===== config.mk =====
export PLATFORM = sky130hd
export DESIGN_NAME = matmul_arbiter
export DESIGN_NICKNAME = d
export VERILOG_FILES = /design/src/rtl/matmul_arbiter.sv
export SDC_FILE = /design/constraint.sdc
export NUM_CORES = 1
export LEC_CHECK = 0
export CAP_MARGIN = 25
export CORE_ASPECT_RATIO = 0.8
export CORE_UTILIZATION = 39
export CTS_CLUSTER_SIZE = 24
export DETAILED_ROUTE_END_ITERATION = 6
export PLACE_DENSITY = 0.85
export SETUP_SLACK_MARGIN = 0.3
export SLEW_MARGIN = 20
export SYNTH_ARGS = -nofsm -noshare
export SYNTH_HDL_FRONTEND = slang
export SYNTH_SLANG_ARGS = --single-unit

===== constraint.sdc =====
create_clock -name clk -period 3.14 [get_ports clk]
set_input_delay 0.314 -clock clk [delete_from_list [all_inputs] [get_ports clk]]
set_output_delay 0.314 -clock clk [all_outputs]
set_load 0.03 [all_outputs]

===== src/rtl/matmul_arbiter.sv =====
// Round-robin arbiter sharing one matmul datapath among NREQ requesters.
// Optional watchdog enabled by defining MATMUL_ARB_TIMEOUT_EN.
module matmul_arbiter #(
  parameter int D_WIDTH = 16,
  parameter int Q_BITS  = 13,
  parameter int NREQ    = 2,
  parameter int TIMEOUT = 64
) (
  input  logic                      clk,
  input  logic                      rst,
  input  logic [NREQ-1:0]           req_in,
  input  logic [2*NREQ-1:0]         op_in,
  input  logic [NREQ*D_WIDTH-1:0]   a_in,
  input  logic [NREQ*D_WIDTH-1:0]   b_in,
  input  logic [NREQ*16-1:0]        sin_in,
  input  logic [NREQ*16-1:0]        cos_in,
  output logic [NREQ-1:0]           gnt_out,
  output logic [NREQ-1:0]           rsp_valid_out,
  output logic [D_WIDTH-1:0]        rsp_a_out,
  output logic [D_WIDTH-1:0]        rsp_b_out,
  output logic                      rsp_err_out,
  output logic                      busy_out,
  output logic                      mm_start,
  output logic [1:0]                mm_op,
  output logic [D_WIDTH-1:0]        mm_a,
  output logic [D_WIDTH-1:0]        mm_b,
  output logic [15:0]               mm_sin,
  output logic [15:0]               mm_cos,
  input  logic                      mm_done,
  input  logic [D_WIDTH-1:0]        mm_a_res,
  input  logic [D_WIDTH-1:0]        mm_b_res
);

  localparam int IW = $clog2(NREQ);

  localparam logic [1:0] IDLE = 2'd0;
  localparam logic [1:0] RUN  = 2'd1;
  localparam logic [1:0] RESP = 2'd2;

  // Q_BITS is informational; it only takes part in the legality check.
  if (NREQ < 2 || NREQ > 4 || Q_BITS >= D_WIDTH || TIMEOUT < 1) begin : g_param_check
    $error("matmul_arbiter: illegal parameter combination");
  end

  logic [1:0]         state_q, state_d;
  logic [IW-1:0]      ptr_q, ptr_d;
  logic [IW-1:0]      win_q, win_d;
  logic [NREQ-1:0]    mask_q, mask_d;
  logic [NREQ-1:0]    gnt_q, gnt_d;
  logic [NREQ-1:0]    rsp_valid_q, rsp_valid_d;
  logic [D_WIDTH-1:0] rsp_a_q, rsp_a_d;
  logic [D_WIDTH-1:0] rsp_b_q, rsp_b_d;
  logic               start_q, start_d;
  logic [1:0]         op_q, op_d;
  logic [D_WIDTH-1:0] mma_q, mma_d;
  logic [D_WIDTH-1:0] mmb_q, mmb_d;
  logic [15:0]        sin_q, sin_d;
  logic [15:0]        cos_q, cos_d;

  logic [NREQ-1:0]    eff;
  logic [IW-1:0]      sel;
  logic               found;
  logic [NREQ-1:0]    sel_oh;
  logic [NREQ-1:0]    win_oh;
  int unsigned        idx;

`ifdef MATMUL_ARB_TIMEOUT_EN
  localparam int CW = $clog2(TIMEOUT + 1);
  logic [CW-1:0] cnt_q, cnt_d;
  logic          err_q, err_d;
  logic          expired;
  assign expired     = (cnt_q >= CW'(TIMEOUT));
  assign rsp_err_out = err_q;
`else
  assign rsp_err_out = 1'b0;
`endif

  // First unmasked request at or above the pointer, wrapping at NREQ.
  always_comb begin
    eff   = req_in & ~mask_q;
    sel   = '0;
    found = 1'b0;
    idx   = 0;
    for (int unsigned k = 0; k < NREQ; k++) begin
      idx = (32'(ptr_q) + k) % NREQ;
      if (!found && eff[IW'(idx)]) begin
        found = 1'b1;
        sel   = IW'(idx);
      end
    end
  end

  assign sel_oh = {{(NREQ-1){1'b0}}, 1'b1} << sel;
  assign win_oh = {{(NREQ-1){1'b0}}, 1'b1} << win_q;

  always_comb begin
    state_d     = state_q;
    ptr_d       = ptr_q;
    win_d       = win_q;
    mask_d      = mask_q;
    gnt_d       = '0;
    rsp_valid_d = '0;
    rsp_a_d     = rsp_a_q;
    rsp_b_d     = rsp_b_q;
    start_d     = 1'b0;
    op_d        = op_q;
    mma_d       = mma_q;
    mmb_d       = mmb_q;
    sin_d       = sin_q;
    cos_d       = cos_q;
`ifdef MATMUL_ARB_TIMEOUT_EN
    cnt_d       = cnt_q;
    err_d       = err_q;
`endif
    case (state_q)
      IDLE: begin
        if (found) begin
          win_d   = sel;
          gnt_d   = sel_oh;
          mask_d  = mask_q | sel_oh;
          start_d = 1'b1;
          op_d    = op_in[sel*2 +: 2];
          mma_d   = a_in[sel*D_WIDTH +: D_WIDTH];
          mmb_d   = b_in[sel*D_WIDTH +: D_WIDTH];
          sin_d   = sin_in[sel*16 +: 16];
          cos_d   = cos_in[sel*16 +: 16];
          state_d = RUN;
`ifdef MATMUL_ARB_TIMEOUT_EN
          cnt_d   = '0;
`endif
        end
      end
      RUN: begin
`ifdef MATMUL_ARB_TIMEOUT_EN
        cnt_d = cnt_q + 1'b1;
`endif
        // A done arriving on the expiry cycle takes precedence over the timeout.
        if (mm_done) begin
          rsp_a_d     = mm_a_res;
          rsp_b_d     = mm_b_res;
          rsp_valid_d = win_oh;
          state_d     = RESP;
`ifdef MATMUL_ARB_TIMEOUT_EN
          err_d       = 1'b0;
        end else if (expired) begin
          rsp_a_d     = '0;
          rsp_b_d     = '0;
          rsp_valid_d = win_oh;
          err_d       = 1'b1;
          state_d     = RESP;
`endif
        end
      end
      RESP: begin
        mask_d  = mask_q & ~win_oh;
        ptr_d   = (win_q == IW'(NREQ - 1)) ? '0 : win_q + 1'b1;
        state_d = IDLE;
      end
      default: state_d = IDLE;
    endcase
  end

  always_ff @(posedge clk) begin
    if (rst) begin
      state_q     <= IDLE;
      ptr_q       <= '0;
      win_q       <= '0;
      mask_q      <= '0;
      gnt_q       <= '0;
      rsp_valid_q <= '0;
      rsp_a_q     <= '0;
      rsp_b_q     <= '0;
      start_q     <= 1'b0;
      op_q        <= '0;
      mma_q       <= '0;
      mmb_q       <= '0;
      sin_q       <= '0;
      cos_q       <= '0;
`ifdef MATMUL_ARB_TIMEOUT_EN
      cnt_q       <= '0;
      err_q       <= 1'b0;
`endif
    end else begin
      state_q     <= state_d;
      ptr_q       <= ptr_d;
      win_q       <= win_d;
      mask_q      <= mask_d;
      gnt_q       <= gnt_d;
      rsp_valid_q <= rsp_valid_d;
      rsp_a_q     <= rsp_a_d;
      rsp_b_q     <= rsp_b_d;
      start_q     <= start_d;
      op_q        <= op_d;
      mma_q       <= mma_d;
      mmb_q       <= mmb_d;
      sin_q       <= sin_d;
      cos_q       <= cos_d;
`ifdef MATMUL_ARB_TIMEOUT_EN
      cnt_q       <= cnt_d;
      err_q       <= err_d;
`endif
    end
  end

  assign gnt_out       = gnt_q;
  assign rsp_valid_out = rsp_valid_q;
  assign rsp_a_out     = rsp_a_q;
  assign rsp_b_out     = rsp_b_q;
  assign busy_out      = (state_q != IDLE);
  assign mm_start      = start_q;
  assign mm_op         = op_q;
  assign mm_a          = mma_q;
  assign mm_b          = mmb_q;
  assign mm_sin        = sin_q;
  assign mm_cos        = cos_q;

endmodule

==> qor.yml, run 1 <==
rsz0062_at_grt: "false"
syn_nets: 719
layout_common_cells: "271 x clkdlybuf4s50_1, 132 x nand2_1, 109 x dfxtp_1, 103 x a21oi_1, 71 x nor2_1"
dp.cells: 920
via_per_inst: 5.17
final_cells: 936
path_max_fanout: 38
cp.arrival_ns: 2.33
grt_use_total_pct: 24.6
drt_first_pass_iters: 4
grt-ovfl-total: 0
clock_latency_ns: 0.34
fmax_mhz: 481
relSlewSlack_pct: 44.3
antenna-diode-count: 0
post_cts_resized: 0
p_switching_uw: 1440
syn2layout_area_growth_pct: 72.1
cts_buffers: 9
power_frac_seq_pct: 37.7
ir_drop_mv: 0.350
hold_buffers: 0
portBuffers: 272
synth.avg_cell_area_um2: 7.83
cts_root_buffer: "clkbuf_16"
start_util_pct: 41.1
die-area_um2: 11500
setup-tns-final_ns: 0
status: "finished clean"
ys_types: 23
syn-instance-count: 550
skew_ns: 0.00815
required_ns: 3.39
netSwitchingFraction_pct: 33.1
slew_viol_final: 0
min_path_type: "register to register"
slowest_delay_ns: 0.57
fin_crit_sh_pct: 66.2
post_cts_buffers: 0
antenna_found_initial: 0
cp_slowest_cell: "and2_2"
cts_tree: "done"
die_x_um: 120
tightest_slew_ns: 0.835
ys_ff_latch: 109
finalCriticalPeriod_ns: 2.08
coreArea_um2: 10500
cap_viol_max_count: 0
cp-end-kind: "register"
synth_top_area_cell: "dfxtp_1"
std_cell_rows: 33
postRouteAntennaNets: 0
grt_pass1_vias: 4655
synth_top_area_share_pct: 50.6
crit_path_start_kind: "primary input"
dp_hpwl_mm: 10.5
setup_viol: 0
intPower_uw: 2920
grt_pass1_wl_mm: 22.2
wl_mm: 14.7
drive_above_1_share_pct: 3.64
hold_violations: 0
vias: 4839
clock_sinks: 109
ys_seq_area_share_pct: 50.6
crit_type: "primary input to register"
drtIter0Drc: 222
synth.area.top_cells: "dfxtp_1 51%, a21oi_1 12%, nand2_1 12%"
clk_path_buf_depth: 2
final_common_cell: "clkdlybuf4s50_1"
power_density_nw_per_um2: 588
fin_nets: 960
grt_start_max_net_pins: 110
combPwrFrac_pct: 33.9
path_clk_slew_ns: 0.08
clkPwrFrac_pct: 28.4
die_y_um: 96.0
place_congestion: 0.797
ioPinCount: 274
fill_cells: 792
postLayoutCoreUtil_pct: 70.7
post_drt_wl_per_cell_um: 15.7
ctsHtreeMaxLevel: 3
drc: 0
ys.warnings.count: 0
leakagePower_uw: 0.00282
synth.cell_area_um2: 4310
worstPathCellList: "clkdlybuf4s50_1 > nor2b_1 > and2_2 > buf_12 > a21oi_1 > a211oi_1"
final cells by class:
type	instances	area [um^2]	share of cell area, %
repair buffers	279	2830	38.1
flip-flops and latches	109	2180	29.4
multi-input cells	390	1900	25.6
clock buffers	9	225	3.04
well taps	140	175	2.36
clock inverters	7	103	1.38
inverters	2	7.51	0.101
cell usage after synthesis:
cell / instances
a211oi_1: 66
a21oi_1: 103
and2_1: 1
and3b_1: 1
buf_2: 15
buf_4: 3
buf_6: 3
clkbuf_1: 27
clkbuf_2: 1
conb_1: 1
dfxtp_1: 109
inv_1: 2
nand2_1: 133
nand2b_1: 1
nand3b_1: 1
nor2_1: 71
nor2b_1: 2
nor3_1: 5
o21a_1: 1
o21ai_0: 1
o21ai_1: 1
or3b_1: 1
or3b_2: 1
per-layer routing:
layer / global-route usage (%) / up-vias / share of wire, %
met3: 8.18 / 20 / 7.7
met4: 10.0 / 0 / 1.8
met5: 0 / - / 0
met2: 44.7 / 201 / 51
li1: - / 2337 / -
met1: 26.5 / 2281 / 40
path summary, 6_finish.rpt:
| check | depth (start not counted) | end | startpoint | slack (ns) |
|---|---|---|---|---|
| min | 2 | rsp_b_out[14] | rsp_b_out[14] | 0.45 |
| max | 6 | mm_a[3] | req_in[1] | 1.06 |
| max reg2reg | 5 | mm_a[3] | mask_q[1] | 1.20 |
| min reg2reg | 2 | rsp_b_out[14] | rsp_b_out[14] | 0.45 |
power groups by stage:
stage	clock [uW]	sequential (uW)	combinational (uW)
global placement	0	1660	1450
floorplan	0	1990	495
detailed placement	0	1670	1480
global route	1320	1660	1580
finish	1240	1640	1480
CTS	1270	1640	1490
per-stage QoR:
stage / area (um^2) / hold slack (ns) / setup WS (ns) / total power, uW
after floorplan: 4310 / 0.450 / 1.62 / 2480
after global placement: 7090 / 0.441 / 0.793 / 3110
after detailed placement: 7090 / 0.446 / 0.670 / 3150
after CTS: 7410 / 0.457 / 1.05 / 4400
after global routing: 7420 / 0.471 / 0.922 / 4560
final: 7420 / 0.455 / 1.06 / 4360
critical path, delay by kind of cell:
family	cells	cell delay (ns)
compound gates	2	0.35
buf+inv	2	0.73
simple gates	2	0.92
state kept, by name (all words and copies together) (netlist names):
register       flops
rsp_valid_out      2
mask_q             2
state_q            2
mm_sin            16
rsp_a_out         16
mm_op              2
win_q              1
mm_a              16
mm_start           1
mm_b              16
gnt_out            2
ptr_q              1
rsp_b_out         16
mm_cos            16
cells by family after synthesis:
group           Yosys count  share of synthesized area, %
simple gates            217                          19.7
compound gates          172                          23.9
flops                   109                          50.6
buf+inv                  51                          5.69
other cells               1                        0.0870
Power figures use the tool's default switching activity.
==> inputs of run 2 (changes only) <==
CORE_UTILIZATION = 37   (was 39)
PLACE_DENSITY = 0.81   (was 0.85)
clock period = 2 ns   (was 3.14 ns; I/O delays follow)
==> qor.yml, run 2 (synthesized netlist as in run 1, its figures left out) <==
wl_met3_mm: 1.42  # +26%
cts_root_buffer: "clkbuf_16"
ioPinCount: 274  # unchanged
drt_first_pass_iters: 4  # unchanged
status: "finished clean"
clock_sinks: 109  # unchanged
rsz0062_at_grt: "false"
hold_violations: 0  # unchanged
worstPathCellList: "nor2_1 > inv_1 > dlygate4sd2_1"
start_util_pct: 38.8  # -2.3 points
setup_viol: 0  # unchanged
skew_ns: 0.0137  # +0.00557 ns
finalCriticalPeriod_ns: 1.62
fin_crit_sh_pct: 80.9
power_density_nw_per_um2: 902  # +53%
cts_tree: "done"
fmax_mhz: 618
slew_viol_final: 0  # unchanged
cp.arrival_ns: 1.42  # -0.91 ns
slowest_delay_ns: 0.37  # -0.20 ns
path_max_fanout: 5  # -87%
vias: 4815  # -0.50%
place_area_um2: 7170  # +1.2%
path_delay_family: "buffers and inverters"
portBuffers: 272  # unchanged
wl_mm: 14.4  # -1.9%
cts_buffers: 9  # unchanged
fin_nets: 966  # +0.63%
place_congestion: 0.806  # +1.2%
layout_common_cells: "270 x clkdlybuf4s50_1, 132 x nand2_1, 109 x dfxtp_1, 102 x a21oi_1, 71 x nor2_1"
place_ws_ns: -0.0589  # -0.729 ns
hold_slack_ns: 0.245  # -0.210 ns
grt-ovfl-total: 0  # unchanged
via_per_inst: 5.09  # -1.5%
drtIter0Drc: 176  # -21%
stdcell_area_um2: 7500  # +1.1%
min_path_type: "primary input to register"
cp_slowest_cell: "dlygate4sd2_1"
grt_pass1_vias: 4829  # +3.7%
required_ns: 1.80  # -1.59 ns
leakagePower_uw: 0.00286  # +1.5%
drc: 0  # unchanged
grt_pass1_wl_mm: 22.9  # +3.3%
die_y_um: 98.5  # +2.6%
die-area_um2: 12100  # +5.3%
power_frac_seq_pct: 38.2  # +0.5 points
setup_slack_ns: 0.382  # -0.679 ns
antenna-diode-count: 0  # unchanged
path_clk_slew_ns: 0.08  # about the same
grt_start_max_net_pins: 44  # -60%
p_switching_uw: 2360  # +64%
grt_use_total_pct: 24.0  # -0.61 points
netSwitchingFraction_pct: 34.9  # +1.8 points
cap_viol_max_count: 0  # unchanged
drive_above_1_share_pct: 4.61  # +0.97 points
setup-tns-final_ns: 0  # unchanged
dr_wl_met2_mm: 7.06  # -5.5%
coreArea_um2: 11100  # +5.9%
clkPwrFrac_pct: 26.9  # -1.5 points
crit_path_start_kind: "register"
wl_met1_mm: 5.53  # -5.1%
std_cell_rows: 34  # +3.0%
syn2layout_area_growth_pct: 74.0
clk_path_buf_depth: 2  # unchanged
dp_hpwl_mm: 10.4  # -0.76%
final_common_cell: "clkdlybuf4s50_1"
hold_buffers: 0  # unchanged
intPower_uw: 4400  # +51%
combPwrFrac_pct: 34.9  # +1.0 points
ctsHtreeMaxLevel: 3  # unchanged
ir_drop_mv: 0.590  # +69%
dr.max_layer_used: "met4"
postRouteAntennaNets: 0  # unchanged
post_drt_wl_per_cell_um: 15.2  # -3.0%
crit_type: "register to output pin"
die_x_um: 123  # +2.6%
antenna_found_initial: 0  # unchanged
cp-end-kind: "output pin"
clock_latency_ns: 0.35  # about the same
worst-path-buf-inv: 2  # unchanged
run 2: changes by cell type in the layout (fill, tap and decap cells not counted), sizes merged:
cell,previous run,this run
buf,8,14
bufinv,2,0
clkdlybuf4s50,271,270
clkinv,1,4
clkinvlp,1,0
dlygate4sd2,0,1
run 2: area by class of cell:
class                           instances  area (um^2)
Timing Repair Buffer                  285         2910
Clock inverter                          7         88.8
Fill cell                             872         3610
Sequential cell                       109         2180
Multi-Input combinational cell        390         1900
Clock buffer                            9          225
Inverter                                2         7.51
Tap cell                              144          180
run 2: final timing paths:
kind	startpoint	end	slack (ns)	depth (start not counted)
max	state_q[1]	busy_out	0.38	3
min	rst	mm_start	0.24	2
max reg2reg	ptr_q	mm_sin[2]	0.44	5
min reg2reg	rsp_b_out[2]	rsp_b_out[2]	0.45	2
run 2: repair_timing:
item                       CTS  global route
buffers inserted             0             0
gates cloned                 0             0
resized for setup            1             3
setup endpoints to repair    1            21
pin swaps                    0             0
run 2: per-layer routing:
layer,track usage (%),vias up
li1,-,2352
met1,26.9,2211
met2,41.3,219
met3,8.10,33
met4,9.76,0
met5,0,-
run 2: worst reg2reg max path, delay by kind of cell, from the launching register on:
family                 cells  cell delay, ns
AO/OA/AOI/OAI              2            0.30
buffers and inverters      1            0.17
AND/OR/NAND/NOR            2            0.64
flip-flops                 1            0.32
run 2: power by group through the flow:
stage / clock network (uW) / registers [uW] / logic, uW
2_1_floorplan: 0 / 3120 / 777
3_3_place_gp: 0 / 2610 / 2320
3_5_place_dp: 0 / 2630 / 2360
4_1_cts: 1860 / 2580 / 2370
5_1_grt: 1950 / 2610 / 2540
6_report: 1820 / 2580 / 2360
run 2: stage by stage:
| step | cells | power (uW) | util (%) |
|---|---|---|---|
| 5_1_grt | 946 | 7110 | 67.5 |
| 3_3_place_gp | 930 | 4940 | 64.6 |
| 2_1_floorplan | 550 | 3890 | - |
| 6_report | 946 | 6760 | 67.5 |
| 4_1_cts | 946 | 6820 | 67.4 |
| 3_5_place_dp | 930 | 4990 | 64.6 |
